==> src/rtl/pairing_result_unloader.sv <==
// pairing_result_unloader: captures a pairing result on done rising edge and streams it out LSW-first
module pairing_result_unloader #(
   parameter int RES_W     = 1163,
   parameter int WORD_W    = 32,
   parameter int NUM_WORDS = (RES_W + WORD_W - 1) / WORD_W
) (
   input  logic              clk,
   input  logic              reset,
   input  logic              done,
   input  logic [RES_W-1:0]  res,
   output logic              word_valid,
   input  logic              word_ready,
   output logic [WORD_W-1:0] word_data,
   output logic [5:0]        word_idx,
   output logic              word_last,
   output logic              busy,
   output logic              overrun
);
   typedef enum logic {IDLE, SEND} state_t;
   localparam int SW = NUM_WORDS * WORD_W;
   localparam logic [5:0] LAST = 6'(NUM_WORDS - 1);
   state_t state, state_n;
   logic [NUM_WORDS-1:0][WORD_W-1:0] shadow;
   logic [5:0] idx, idx_n;
   logic done_q, cap, hs, fin, load;
   assign cap  = done & ~done_q;
   assign hs   = (state == SEND) & word_ready;
   assign fin  = hs & (idx == LAST);
   // a capture coinciding with the final handshake chains straight into the next transfer
   assign load = cap & ((state == IDLE) | fin);
   always_comb begin
      state_n = state;
      idx_n   = idx;
      state_n = load ? SEND : fin ? IDLE : state;
      idx_n   = (load | fin) ? 6'd0 : hs ? idx + 6'd1 : idx;
   end
   always_ff @(posedge clk) begin
      if (!reset) begin
         state   <= IDLE;
         idx     <= '0;
         shadow  <= '0;
         done_q  <= 1'b1;
         overrun <= 1'b0;
      end else begin
         state  <= state_n;
         idx    <= idx_n;
         done_q <= done;
         if (load) shadow <= SW'(res);
         if (cap & (state == SEND) & ~fin) overrun <= 1'b1;
      end
   end
   assign word_valid = state == SEND;
   assign busy       = state == SEND;
   assign word_idx   = idx;
   assign word_data  = shadow[idx];
   assign word_last  = word_valid & (idx == LAST);
endmodule
==> config.mk <==
export PLATFORM = sky130hd
export DESIGN_NAME = pairing_result_unloader
export DESIGN_NICKNAME = d
export VERILOG_FILES = /design/src/rtl/pairing_result_unloader.sv
export SDC_FILE = /design/constraint.sdc
export NUM_CORES = 2
export LEC_CHECK = 0
export ABC_AREA = 1
export BUFFER_PORTS_ARGS = -buffer_cell sky130_fd_sc_hd__buf_4
export CAP_MARGIN = 15
export CORE_AREA = 2 2 473 475
export CTS_CLUSTER_DIAMETER = 120
export DETAILED_ROUTE_END_ITERATION = 10
export DIE_AREA = 0 0 475 477
export PLACE_DENSITY = 0.42
export SETUP_SLACK_MARGIN = 0.05
export SLEW_MARGIN = 10
export SYNTH_ARGS = -nofsm -noshare
export SYNTH_HDL_FRONTEND = slang
export SYNTH_SLANG_ARGS = --single-unit
==> constraint.sdc <==
create_clock -name clk -period 2.63 [get_ports clk]
set_input_delay 0.263 -clock clk [delete_from_list [all_inputs] [get_ports clk]]
set_output_delay 0.263 -clock clk [all_outputs]
set_load 0.005 [all_outputs]
### Word level (Yosys, flattened, before mapping)

Index checks and enable logic that the tools add are counted.

* register bits after elaboration: 1172
* word-level logic and storage cells: 63
* bits of input ports: 1167

* equal/unequal tests: 1
* order comparisons: 1
* add/subtract/negate cells: 1
* reduce and logical (&&, ||, !) cells: 2
* bitwise gates (word level): 13
* mux-type cells: 4

Operators by type and width (number)
* binary-select mux 32 bit (select 6 bit): 1
* two-way mux 32 bit: 1
* bitwise AND 1 bit: 7
* < comparator 6 x 7 -> 1 bit (second input constant): 1
* adder 6 x 1 -> 6 bit (second input constant): 1
* equality test 6 bit (second input constant): 1
* NOT 1 bit: 4
* two-way mux 1 bit: 2
* OR 1 bit: 2
* nonzero test 2 bit: 1
* OR reduction 2 bit: 1

### Depth between registers and ports, before layout

* word-level depth: 6
* mapped depth: 14

### Worst setup path before layout

Ideal clock, no wire load.

* path type: register to register
* from: reg idx[1] (netlist: word_idx[1])
* to: reg shadow[107] in the netlist's numbering
* library setup time: 143 ps
* path buffers: 7
* setup slack: 216 ps
* period minus slack after synthesis: 2414 ps
* cell stages (with the launch flop): 15
* required time: 2487 ps
* data arrival time: 2271 ps
* path through: dfxtp_1 > buf_2 > inv_2 > buf_2 > buf_2 > clkbuf_1 > ha_1 > nand4_2 > nand2_2 > nand2_1 > buf_4 > buf_6 > buf_2 > nand2_1 > a21oi_2

* word-level cells in the longest chain between the ends: 4

RTL lines
* start, declared: line 24 `logic [5:0] idx, idx_n;`
* start signal, assigned: line 46 `idx <= idx_n;`
* equality test 6 bit: line 28 `assign fin = hs & (idx == LAST);`
* bitwise AND 1 bit: line 28
* OR 1 bit: line 30 `assign load = cap & ((state == IDLE) | fin);`
* bitwise AND 1 bit: line 30
* end signal, assigned: line 48 `if (load) shadow <= SW'(res);`
* end, declared: line 23 `logic [NUM_WORDS-1:0][WORD_W-1:0] shadow;`

Every way passes these cells.
A chain may end at the register's enable or synchronous reset.

### Final worst setup path

* from: reg idx[1] (netlist: word_idx[1])
* to: out word_data[3]

* word-level cells in the longest chain between the ends: 2

RTL lines
* binary-select mux 32 bit (select 6 bit): line 55 `assign word_data = shadow[idx];`
* two-way mux 32 bit (implied by the code): line 55
* end, declared: line 13 `output logic [WORD_W-1:0] word_data,`

Every way passes these cells. The select of a mux whose other input is x is not followed.

==> qor_table.md <==
| Parameter | Value | Unit |
| --- | --- | --- |
| Outcome | finished with violations | - |
| Failing checks | negative setup slack | - |
| Net Count, Synth | 9522 | - |
| Top Ports | 1209 | - |
| Register cell area after layout | 23500 | sq um |
| Final WS setup | -0.772 | ns |
| Worst-skew pair later-pin latency | 0.79 | ns |
| Netlist Area Pre-Place | 58300 | sq um |
| Worst Setup Path Type | reg -> out | - |
| Share of power burned in combinational logic | 16.3 | % |
| Seq/Total Area, Yosys | 40.2 | % |
| F_max | 0.294 | GHz |
| Max-Slew Margin vs Limit | 44.4 | % |
| #FFs+latches synth | 1172 | - |
| Proportion of synthesized flip-flops having asynchronous set or reset | 0 | % |
| Power spent charging and discharging nets | 12800 | uW |
| Crit path launch | word_idx[1]$_SDFFE_PP0P_ | - |
| Crit-path cells | inv_8, buf_12, buf_16, buf_12, nor2_1, nand2_1, nand3_1, nand3_1, nand2_1, nand3_1, nand2_1, buf_4 | - |
| Post-synthesis area per instance | 6.98 | sq um |
| Remaining number of nets flagged by the antenna check after routing | 0 | - |
| Req. time, crit path | 2.37 | ns |
| Crit end category | output pin | - |
| Largest clock skew in the final design | 0.0183 | ns |
| Worst IR drop on VDD | 0.587 | mV |
| Sw Ratio | 27.3 | % |
| Tightest Pin Transition | 0.835 | ns |
| Number of enable-type register cells in the synthesized netlist | 0 | - |
| Clock tree from TritonCTS | yes | - |
| Fraction of final layout cells sized beyond drive strength 1 | 25.3 | % |
| Utilization of the core after routing | 41.6 | % |
| Clock Power Share | 43.7 | % |
| Yosys warning count | 0 | - |
| Largest cells by area after synthesis | sky130_fd_sc_hd__dfxtp_1, sky130_fd_sc_hd__nand2_1, sky130_fd_sc_hd__nand3_1 | - |
| Fin. max-slew vios | 0 | - |
| Slowest-stage cell, CP | sky130_fd_sc_hd__dfxtp_4 | - |
| Global route overflow | 0 | - |
| Most used flip-flop cell after synthesis | sky130_fd_sc_hd__dfxtp_1 | - |
| Clock Tree Root | sky130_fd_sc_hd__clkbuf_16 | - |
| Total power consumption of the routed design | 46900 | uW |
| Setup repair after global routing missed its margin | true | - |
| First-pass GRT wire length | 490000 | um |
| Routability congestion estimate | 0.948 | - |
| Worst hold-check path type | in -> reg | - |
| # rows | 173 | - |
| Initial standard-cell utilization of the core | 26.3 | % |
| Number of nets in the layout | 11800 | - |
| Pin count of the biggest net entering global routing | 134 | - |
| Relative area change from synthesis to final layout | 57.8 | % |
| Area taken by multi-input logic gates | 30300 | sq um |
| Width of the die | 475 | um |
| Total Wirelength | 357000 | um |
| First-pass iteration count of the detailed router | 6 | - |
| Largest incremental delay on the critical path | 0.38 | ns |
| Clock tree sinks | 1172 | - |
| Buffers plus inverters on the worst setup path | 5 | - |
| Antenna violations before repair | 114 | - |
| Quantity of I/O buffers inserted on ports | 1208 | - |
| Top cell type by total area after synthesis | sky130_fd_sc_hd__dfxtp_1 | - |
| Post-Syn Instances | 8353 | - |
| Cell family contributing the most delay on the critical path | simple AND/OR/NAND/NOR gates | - |
| Top fanout value on the critical path | 27 | - |
| Final clock period utilization by the worst path | 129 | % |
| Total count of hold-check failures in the final report | 0 | - |
| Setup Viol. Count Final | 32 | - |
| Pwr per Cell Area | 510 | nW/um^2 |
| Relative contribution of sequential cells to total power | 40.0 | % |
| Internal portion of total power | 34100 | uW |
| Average wire per standard cell | 25.8 | um |
| Max Root-Sink Buffers | 3 | - |
| Average via count per standard cell | 4.93 | - |
| Arrival time of data at the critical path endpoint | 3.14 | ns |
| Crit path time final | 3.40 | ns |
| Initial drt markers | 5610 | - |
| Total Die Area | 227000 | sq um |
| Max Cap Viol | 0 | - |
| Number of distinct standard cells referenced by the synthesized netlist | 29 | - |
| DP Wirelength | 270000 | um |
| Die height | 477 | um |
| Overall via count from detail_route | 68100 | - |
| All-Layer GR Usage | 29.8 | % |
| Core footprint | 221000 | sq um |
| Leakage | 0.0354 | uW |
| DRC | 0 | - |
| Hold Startpoint | res[1077] | - |
| Launch point of the worst reg-to-reg path | word_idx[0]$_SDFFE_PP0P_ | - |
| Critical path startpoint category | flip-flop | - |
| H-tree depth | 4 | - |
| Via count of the first global-routing pass | 67200 | - |
| Top-area cell type share of the netlist area | 40.2 | % |
| Number of clock buffers inserted by TritonCTS | 145 | - |
| Layout filler cell count | 22800 | - |
| Reg clk slew, reported paths | 0.06 | ns |
-- repair_timing --
item | in CTS | in global routing
hold endpoints to repair | 1171 | 0
resized for setup | 361 | 157
hold buffers | 1167 | 0
gates cloned | 11 | 15
buffers inserted | 14 | 10
setup endpoints to repair | 35 | 424
pin swaps | 25 | 40
-- layout make-up --
type                       instances  area share, %
multi-input combinational       5979           33.0
timing repair buffer            2913           30.3
sequential                      1172           25.5
clock buffer                     213           4.60
tap                             2975           4.04
inverter                         446           1.86
clock inverter                    45          0.574
antenna                           79          0.215
-- per-stage QoR --
stage	setup TNS (ns)	hold slack [ns]	std cells	cell area (sq um)	worst slack, ns
5_1_grt	-24.10	0.264	13800	91900	-0.834
2_1_floorplan	0	0.332	8353	58300	0.216
6_report	-20.79	0.298	13800	92000	-0.772
3_3_place_gp	-11.96	0.442	12300	72300	-0.691
4_1_cts	-23.74	0.216	13700	90700	-0.816
3_5_place_dp	-11.67	0.449	12300	72300	-0.670
-- synth_stat cells, types with 2 or more instances --
cell type and number:
sky130_fd_sc_hd__inv_2 5, sky130_fd_sc_hd__nand2_1 2523, sky130_fd_sc_hd__a21oi_1 1142, sky130_fd_sc_hd__ha_1 2, sky130_fd_sc_hd__xor2_1 3, sky130_fd_sc_hd__buf_2 228
sky130_fd_sc_hd__or2_2 17, sky130_fd_sc_hd__a21oi_2 90, sky130_fd_sc_hd__buf_1 43, sky130_fd_sc_hd__inv_1 440, sky130_fd_sc_hd__buf_4 3, sky130_fd_sc_hd__a22oi_1 10
sky130_fd_sc_hd__nand3_2 340, sky130_fd_sc_hd__buf_8 75, sky130_fd_sc_hd__clkbuf_1 361, sky130_fd_sc_hd__o21ai_0 96, sky130_fd_sc_hd__buf_12 29, sky130_fd_sc_hd__nor2_1 266
sky130_fd_sc_hd__o22ai_1 31, sky130_fd_sc_hd__nand3_1 1452, sky130_fd_sc_hd__dfxtp_1 1172, sky130_fd_sc_hd__buf_6 17, sky130_fd_sc_hd__a31oi_1 2
-- placed cells by master, fill, tap and decap left out, types with 49 or more instances in the layout --
cell type                       instances
sky130_fd_sc_hd__nand3_2              433
sky130_fd_sc_hd__nand2_2               49
sky130_fd_sc_hd__buf_12               161
sky130_fd_sc_hd__nor2_1               213
sky130_fd_sc_hd__nand2_1             2452
sky130_fd_sc_hd__nand3_1             1329
sky130_fd_sc_hd__buf_4               1499
sky130_fd_sc_hd__clkbuf_16            161
sky130_fd_sc_hd__o21ai_0               87
sky130_fd_sc_hd__diode_2               79
sky130_fd_sc_hd__a21oi_1             1108
sky130_fd_sc_hd__dfxtp_1             1168
sky130_fd_sc_hd__a21oi_2              115
sky130_fd_sc_hd__dlygate4sd3_1       1167
sky130_fd_sc_hd__inv_1                437
-- sequential cells by signal, indices dropped and copies added (netlist names) --
| signal | flops |
|---|---|
| busy | 1 |
| done_q | 1 |
| overrun | 1 |
| shadow | 1163 |
| word_idx | 6 |
-- cell families after synthesis --
| kind of cell | after synthesis | share of synthesized area [%] |
|---|---|---|
| simple gates | 4603 | 36.5 |
| flops | 1172 | 40.2 |
| fa+ha+maj | 2 | 0.0429 |
| compound gates | 1371 | 12.5 |
| buf+inv | 1202 | 10.7 |
| xor+xnor | 3 | 0.0451 |
-- per-layer routing --
metal / global-route usage (%) / wire (um) / vias up
met3: 4.88 / 22800 / 582
met1: 39.6 / 157000 / 32700
met4: 11.9 / 16700 / 56
met5: 0 / 349 / -
li1: - / - / 32100
met2: 47.9 / 161000 / 2648
-- power by group through the flow --
stage | combinational [uW] | sequential [uW] | clock, uW
2_1_floorplan | 2730 | 19000 | 0
3_3_place_gp | 5760 | 19100 | 0
3_5_place_dp | 5780 | 19100 | 0
4_1_cts | 7510 | 18700 | 20900
5_1_grt | 8130 | 18800 | 21500
6_report | 7660 | 18700 | 20500
-- final timing paths --
path / cells past startpoint / to / slack [ns]
worst max-delay path: 12 / word_data[3] / -0.77
worst min-delay path: 4 / shadow[1077]$_SDFFE_PN0P_ / 0.30
worst max register to register: 9 / shadow[328]$_SDFFE_PN0P_ / 0.17
worst min register to register: 2 / shadow[660]$_SDFFE_PN0P_ / 0.46
-- worst register-to-register path, cell delays in order (launching register included) --
cell	delay [ns]
sky130_fd_sc_hd__dfxtp_4	0.40
sky130_fd_sc_hd__inv_16	0.17
sky130_fd_sc_hd__buf_4	0.22
sky130_fd_sc_hd__ha_1	0.20
sky130_fd_sc_hd__nand4_2	0.20
sky130_fd_sc_hd__nand2_8	0.22
sky130_fd_sc_hd__buf_12	0.21
sky130_fd_sc_hd__buf_12	0.26
sky130_fd_sc_hd__nand3_1	0.28
sky130_fd_sc_hd__a21oi_1	0.22
Note: power is estimated with default switching activity, not from simulation.
